### src/rtl/regfile_mp.sv
// rtl/regfile_mp.sv - multi-port register file with write-to-read bypass and busy scoreboard
module regfile_mp #(
    parameter int XLEN      = 32,
    parameter int DEPTH     = 32,
    parameter int NRD       = 2,
    parameter int NWR       = 1,
    parameter int ZERO_REG  = 1,
    parameter int RST_ARRAY = 0,
    localparam int AW       = $clog2(DEPTH)
) (
    input  logic                clk,
    input  logic                aresetn,
    input  logic [NRD-1:0]      i_rden,
    input  logic [NRD*AW-1:0]   i_raddr,
    output logic [NRD*XLEN-1:0] o_rdata,
    output logic [NRD-1:0]      o_rbusy,
    input  logic [NWR-1:0]      i_wren,
    input  logic [NWR*AW-1:0]   i_waddr,
    input  logic [NWR*XLEN-1:0] i_wdata,
    input  logic                i_rsv,
    input  logic [AW-1:0]       i_rsv_addr,
    output logic [DEPTH-1:0]    o_busy_vec
);

    logic [XLEN-1:0]     w_mem [DEPTH];
    logic [DEPTH-1:0]    r_busy;
    logic [DEPTH-1:0]    w_busy_nxt;
    logic [NRD*XLEN-1:0] r_rdata;
    logic [NRD-1:0]      r_rbusy;
    logic [NRD*XLEN-1:0] w_rd_data;
    logic [NRD-1:0]      w_rd_busy;

    // One storage word per register; ascending port scan lets the higher port win.
    for (genvar g = 0; g < DEPTH; g++) begin : g_reg
        logic [XLEN-1:0] r_q;
        logic            w_we;
        logic [XLEN-1:0] w_wd;

        always_comb begin
            w_we = 1'b0;
            w_wd = r_q;
            for (int p = 0; p < NWR; p++) begin
                if (i_wren[p] && (i_waddr[p*AW +: AW] == AW'(g))) begin
                    w_we = 1'b1;
                    w_wd = i_wdata[p*XLEN +: XLEN];
                end
            end
            if ((ZERO_REG != 0) && (g == 0)) begin
                w_we = 1'b0;
            end
        end

        always_ff @(posedge clk) begin
            if (!aresetn && (RST_ARRAY != 0)) begin
                r_q <= '0;
            end else if (aresetn && w_we) begin
                r_q <= w_wd;
            end
        end

        assign w_mem[g] = r_q;
    end

    // Writes retire producers, a same-edge reserve re-arms the bit.
    always_comb begin
        w_busy_nxt = r_busy;
        for (int p = 0; p < NWR; p++) begin
            if (i_wren[p]) begin
                w_busy_nxt[i_waddr[p*AW +: AW]] = 1'b0;
            end
        end
        if (i_rsv) begin
            w_busy_nxt[i_rsv_addr] = 1'b1;
        end
        if (ZERO_REG != 0) begin
            w_busy_nxt[0] = 1'b0;
        end
    end

    always_comb begin
        w_rd_data = '0;
        w_rd_busy = '0;
        for (int r = 0; r < NRD; r++) begin
            logic [AW-1:0] ra;
            ra = i_raddr[r*AW +: AW];
            w_rd_data[r*XLEN +: XLEN] = w_mem[ra];
            for (int p = 0; p < NWR; p++) begin
                if (i_wren[p] && (i_waddr[p*AW +: AW] == ra)) begin
                    w_rd_data[r*XLEN +: XLEN] = i_wdata[p*XLEN +: XLEN];
                end
            end
            w_rd_busy[r] = w_busy_nxt[ra];
            if ((ZERO_REG != 0) && (ra == '0)) begin
                w_rd_data[r*XLEN +: XLEN] = '0;
                w_rd_busy[r]              = 1'b0;
            end
        end
    end

    always_ff @(posedge clk) begin
        if (!aresetn) begin
            r_busy  <= '0;
            r_rdata <= '0;
            r_rbusy <= '0;
        end else begin
            r_busy <= w_busy_nxt;
            for (int r = 0; r < NRD; r++) begin
                if (i_rden[r]) begin
                    r_rdata[r*XLEN +: XLEN] <= w_rd_data[r*XLEN +: XLEN];
                    r_rbusy[r]              <= w_rd_busy[r];
                end
            end
        end
    end

    assign o_rdata    = r_rdata;
    assign o_rbusy    = r_rbusy;
    assign o_busy_vec = r_busy;

endmodule
### config.mk
export PLATFORM = sky130hd
export DESIGN_NAME = regfile_mp
export DESIGN_NICKNAME = d
export VERILOG_FILES = /design/src/rtl/regfile_mp.sv
export SDC_FILE = /design/constraint.sdc
export NUM_CORES = 2
export LEC_CHECK = 0
export CAP_MARGIN = 10
export CORE_ASPECT_RATIO = 0.9
export CORE_MARGIN = 1
export CORE_UTILIZATION = 45
export CTS_CLUSTER_DIAMETER = 150
export DETAILED_ROUTE_END_ITERATION = 6
export PLACE_DENSITY = 0.73
export SLEW_MARGIN = 10
export SYNTH_ARGS = -nofsm -noshare
export SYNTH_HDL_FRONTEND = slang
export SYNTH_SLANG_ARGS = --single-unit
### constraint.sdc
create_clock -name clk -period 4.1 [get_ports clk]
set_input_delay 0.82 -clock clk [delete_from_list [all_inputs] [get_ports clk]]
set_output_delay 0.82 -clock clk [all_outputs]
set_load 0.01 [all_outputs]
Word level (Yosys, flattened, before mapping)

Index checks and enable logic that the tools add are counted.

Output and inout port bits: 98
Word-level logic and storage cells: 235
Flip-flop bits (word level): 1090
Bits of input ports: 58

Eq/ne operators: 33
$lt $le $gt $ge: 8
Multiplexer cells: 53
Reductions and logical operators: 99
Bitwise operators: 5

Operators with widths:

| kind                                                                  | count |
|---|---|
| 32-bit binary-select mux with 5-bit select                            | 2 |
| 32-bit 2-to-1 mux                                                     | 10 |
| 5-bit == test, second input constant                                  | 16 |
| 1-bit logical AND                                                     | 66 |
| 2-bit AND reduction                                                   | 31 |
| 5-bit by 4-bit == test with 1-bit output, second input constant       | 8 |
| 1-bit 2-to-1 mux                                                      | 37 |
| 32-bit AND                                                            | 1 |
| 32-bit NOT                                                            | 1 |
| 32-bit bitwise OR                                                     | 1 |
| 5-bit by 6-bit < comparator with 1-bit output, second input constant  | 4 |
| 5-bit by 3-bit == test with 1-bit output, second input constant       | 4 |
| 6-bit >= comparator, second input constant                            | 2 |
| 5-bit NOT with 6-bit output                                           | 2 |
| 1-bit binary-select mux with 5-bit select                             | 2 |
| 1-bit demux with 5-bit select                                         | 2 |
| 5-bit by 2-bit == test with 1-bit output, second input constant       | 2 |
| 5-bit == test                                                         | 2 |
| 5-bit by 1-bit >= comparator with 1-bit output, second input constant | 2 |
| 5-bit zero test                                                       | 2 |
| 5-bit by 1-bit == test with 1-bit output, second input constant       | 1 |

Longest topological paths before layout

Depth after elaboration: 12
Gate-level depth with buffers: 10
Depth with buffers taken out: 7

Worst setup path after synthesis

Ideal clock, no wire load.

Path type: input to register
From: in i_waddr[0]
To: reg g_reg[12].r_q[0], enable pin
Arrival: 3.278 ns
Library setup time: 0.421 ns
Data required time: 3.679 ns
Path slack: 0.401 ns
Buffers on the path: 3
Cell stages on the path: 6
Cells stage by stage: buf_4 > or3b_1 > clkbuf_1 > or2_2 > clkbuf_1 > nor2_1

Longest elaborated chain between the ends: 5

Ends and longest elaborated chain:

| element                                    | RTL line | source |
|---|---|---|
| from (decl)                                | 18       | `input logic [NWR*AW-1:0] i_waddr,` |
| 5-bit by 4-bit == test with 1-bit output * | 43       | `if (i_wren[p] && (i_waddr[p*AW +: AW] == AW'(g))) begin` |
| 1-bit logical AND *                        | 43       |  |
| 1-bit 2-to-1 mux                           | 43       |  |
| 1-bit logical AND                          | 56       | `end else if (aresetn && w_we) begin` |
| 2-bit AND reduction (no line) *            | --       |  |
| to (signal assigned)                       | 57       | `r_q <= w_wd;` |
| to (decl)                                  | 35       | `logic [XLEN-1:0] r_q;` |

Every way passes the cells marked *; elsewhere a longest branch is shown, timed or not.
A chain may end at the register's enable or synchronous reset.

Final worst setup path

From: in i_waddr[0]
To: reg r_rbusy[1], in the netlist o_rbusy[1]

Longest elaborated chain between the ends: 12
Elaborated cells on any way between the ends: 13
Classes of those cells: order compare (2); mux (7); bitwise (3); reduce/logical (1)

Ends and longest elaborated chain:

| element                                                                                                                                      | RTL line | source |
|---|---|---|
| 5-bit by 6-bit < comparator with 1-bit output (not written as such) / 5-bit by 1-bit >= comparator with 1-bit output (equally long branches) | 69       | `w_busy_nxt[i_waddr[p*AW +: AW]] = 1'b0;` |
| 1-bit logical AND (not written as such)                                                                                                      | 69       |  |
| 1-bit 2-to-1 mux (not written as such)                                                                                                       | 69       |  |
| 1-bit demux with 5-bit select *                                                                                                              | 69       |  |
| 32-bit NOT (no line) *                                                                                                                       | --       |  |
| 32-bit AND (no line) *                                                                                                                       | --       |  |
| 32-bit 2-to-1 mux *                                                                                                                          | 68       | `if (i_wren[p]) begin` |
| 32-bit bitwise OR (no line)                                                                                                                  | --       |  |
| 32-bit 2-to-1 mux *                                                                                                                          | 72       | `if (i_rsv) begin` |
| 1-bit binary-select mux with 5-bit select *                                                                                                  | 92       | `w_rd_busy[r] = w_busy_nxt[ra];` |
| 1-bit 2-to-1 mux (not written as such) *                                                                                                     | 92       |  |
| 1-bit 2-to-1 mux *                                                                                                                           | 93       | `if ((ZERO_REG != 0) && (ra == '0)) begin` |
| to (signal, indexed assignment)                                                                                                              | 110      | `r_rbusy[r] <= w_rd_busy[r];` |
| to (decl)                                                                                                                                    | 29       | `logic [NRD-1:0] r_rbusy;` |

Every way passes the cells marked *; elsewhere a longest branch is shown, timed or not. The select of a mux whose other input is x is not followed.

==> reports/qor.csv <==
stage,metric,value,unit
outcome,status,finished clean,
final_layout,num-fill-cells,8377,
timing,min_period_over_period,0.763,
floorplan,fp.dieArea,112000,um^2
worst_hold_path,hp-class,flip-flop to flip-flop,
timing,hold_slack,478,ps
synth,ys_top_cells_by_area,"edfxtp_1, mux4_2, dfxtp_1",
clocking,hold_buffers,0,
final_layout,final_cell_mix,"edfxtp_1, mux4_2, o21ai_0, clkdlybuf4s50_1, clkbuf_16",
drt,vias,29300,
drt,post_drt_wl_per_cell,36.0,um
floorplan,start_util,0.456,
global_routing,antenna_found_initial,9,
power_and_ir_drop,p_clk_frac,0.404,
synth,synthCells,2494,
power_and_ir_drop,p_leak,18.0,nW
synth,synth_mux_area_frac,0.289,
drt,routed_wl,152,mm
power_and_ir_drop,power.total,24.3,mW
critical_path,rrSetupSlack,1950,ps
synth,syn_area_per_cell,20.0,um^2
timing,setup_viol,0,
clocking,cts-root-buf,clkbuf_16,
drt,remaining_drc_errors,0,
synth,ys_async_sr_fraction,0,
final_layout,seq_area,31700,um^2
global_routing,grt_first_pass_wirelength,218,mm
power_and_ir_drop,p_comb_frac,0.087,
final_layout,multi_input_area,17600,um^2
power_and_ir_drop,power_density,421,nW/um^2
critical_path,cp-end-kind,flip-flop,
drt,drt-initial-drc-count,4873,
floorplan,die-height,318,um
clocking,path_clk_slew,60,ps
synth,synthAdderAreaFrac,0,
power_and_ir_drop,switching_share,0.230,
drt,dr.pass1.iters,5,
synth,synth_edf_count,992,
critical_path,path_common_cell,o21ai_0,
critical_path,cpLargestDelayFamily,simple AND/OR/NAND/NOR gates,
timing,fmax,0.320,GHz
synth,ys_seq_area_frac,0.635,
critical_path,r2r_start,g_reg[27].r_q[27]$_DFFE_PP_,
power_and_ir_drop,intPower,18.7,mW
final_layout,final_common_cell,edfxtp_1,
clocking,cts_tree,done,
critical_path,worstPathMaxFanout,9,
critical_path,timing.setup.critical_path_class,input port to flip-flop,
timing,final_max_slew_viol_count,0,
worst_hold_path,hold_end,o_rdata[23]$_SDFFE_PN0P_,
synth,yosysTopAreaCell,edfxtp_1,
clocking,clkSinkCount,1089,
clocking,cts_max_level,3,
critical_path,crit_buf_inv,1,
critical_path,reg2regPathDepth,5,
timing,skew,51.6,ps
placed_design,port_buffers,154,
clocking,clk_latency,710,ps
drt,drtAntennaViolNets,0,
critical_path,path_cells,"clkdlybuf4s50_1, nand3b_1, o21ai_0, o21ai_0, mux4_2, nor2_1, a211oi_1, or4_1",
global_routing,grt_pass1_vias,29600,
floorplan,core_area,110000,um^2
synth,syn-num-nets,2552,
critical_path,startpoint_type,input port,
power_and_ir_drop,seqPwrFrac,0.509,
synth,synth_top_area_share,0.596,
placed_design,dp_hpwl,85.9,mm
timing,finalHoldViolCount,0,
clocking,cts_buffers,104,
floorplan,io_pins,156,
power_and_ir_drop,ir_worst_vdd,0.364,mV
drt,vias_per_cell,6.93,
floorplan,die_w,353,um
floorplan,num_rows,115,
placed_design,gpl.final_weighted_congestion,0.897,
clocking,cts_resized,0,
final_layout,synthToLayoutAreaGrowth,15.3,%
job,cap_violations,0,
synth,synth-main-ff-cell,edfxtp_1,
clocking,clock_path_buffers,3,
synth,synth_compound_area_frac,0.0378,
synth,synth-xor-area-share,0.00175,
synth,yosys.area_share.simple,0.0178,
critical_path,critPathSlowestCell,nand3b_1,
synth,synth_seq_cells,1089,
global_routing,grt_start_max_net_pins,69,
critical_path,crit_arrival,3660,ps
final_layout,layout.nets,2728,
timing,relSlewSlack,0.178,
critical_path,r2r-end,o_rdata[59]$_SDFFE_PN0P_,
worst_hold_path,hold-path-cell-count,2,
timing,tightestPinTransition,1230,ps
synth,synth_cell_types,62,
clocking,post_cts_buffers,0,
power_and_ir_drop,switchingPower,5.58,mW
synth,syn_area,50000,um^2
worst_hold_path,min_from,o_rdata[23]$_SDFFE_PN0P_,
timing,rsz0062_at_grt,false,
critical_path,slowest_delay,550,ps
final_layout,layout-drive-gt1-share,0.346,
global_routing,grt_use_total,0.271,
critical_path,required,4630,ps
synth,yosys_warnings,0,
timing,min_period,3130,ps
global_routing,overflow,0,
timing,tns,0,ps
synth,synth_top_family_by_area,multiplexers,
[worst max path at each step]
stage / start / endpoint / slack [ps] / cells past startpoint
final: i_waddr[0] / o_rbusy[1]$_SDFFE_PN0P_ / 970 / 8
after global placement: i_waddr[0] / o_rbusy[1]$_SDFFE_PN0P_ / 290 / 8
after detailed placement: i_waddr[0] / o_rbusy[1]$_SDFFE_PN0P_ / 370 / 8
after floorplan: i_waddr[0] / g_reg[12].r_q[0]$_DFFE_PP_ / 400 / 6
after CTS: i_waddr[0] / o_rbusy[1]$_SDFFE_PN0P_ / 1060 / 8
after global routing: i_waddr[0] / o_rbusy[1]$_SDFFE_PN0P_ / 880 / 8
[final cells by class]
cell class                      count  area share
Antenna cell                        1   0.0000434
Clock buffer                      150      0.0506
Clock inverter                     47     0.00981
Inverter                            3    0.000239
Multi-Input combinational cell   1190       0.305
Sequential cell                  1089       0.550
Tap cell                         1462      0.0317
Timing Repair Buffer              282      0.0522
[state kept, by name (all words and copies together), names as in the netlist]
| register | count |
|---|---|
| o_busy_vec | 31 |
| o_rbusy | 2 |
| g.r_q | 992 |
| o_rdata | 64 |
[Yosys cell counts, types with 10 or more instances]
master and count:
edfxtp_1 992, mux2_2 34, buf_1 52, clkbuf_1 116
and2_1 23, nand2_1 46, dfxtp_1 97, mux4_2 578
nor2_1 48, mux2i_1 102, buf_2 27, a32oi_1 60
nand3_1 10, nand3b_1 12, o21ai_0 149, a22o_1 31
[tightest hold or removal path: cells and delay by family (launching register included)]
kind,cells,cell delay [ps]
flip-flops,1,320
AO/OA/AOI/OAI,2,120
[cell families after synthesis]
logic type	count (synthesis)
flops	1089
mux	715
compound gates	287
buf+inv	215
simple gates	177
xor+xnor	10
other cells	1
[metal layers]
metal | part of all wire | wire length [um] | GRT usage | vias up
li1 | - | - | - | 11200
met1 | 0.39 | 58700 | 0.394 | 15500
met2 | 0.45 | 68100 | 0.398 | 2203
met3 | 0.13 | 20000 | 0.0739 | 355
met4 | 0.033 | 5040 | 0.0861 | 10
met5 | 0.00047 | 72 | 0 | -
[metrics by stage]
stage               utilization  std cells  worst slack [ps]  area (um^2)
finish                    0.526       4224               973        57700
global route              0.526       4223               877        57700
CTS                       0.526       4223              1060        57700
detailed placement        0.494       4026               368        54200
global placement          0.494       4026               288        54200
floorplan                     -       2494               401        50000
[power by group through the flow]
stage	clock network (mW)	registers [mW]	logic, mW
6_report	9.81	12.4	2.12
5_1_grt	10.3	12.4	2.21
4_1_cts	9.89	12.4	2.10
3_5_place_dp	0	12.6	2.10
3_3_place_gp	0	12.6	2.06
2_1_floorplan	0	12.5	1.22
(Power assumes the default switching activity.)
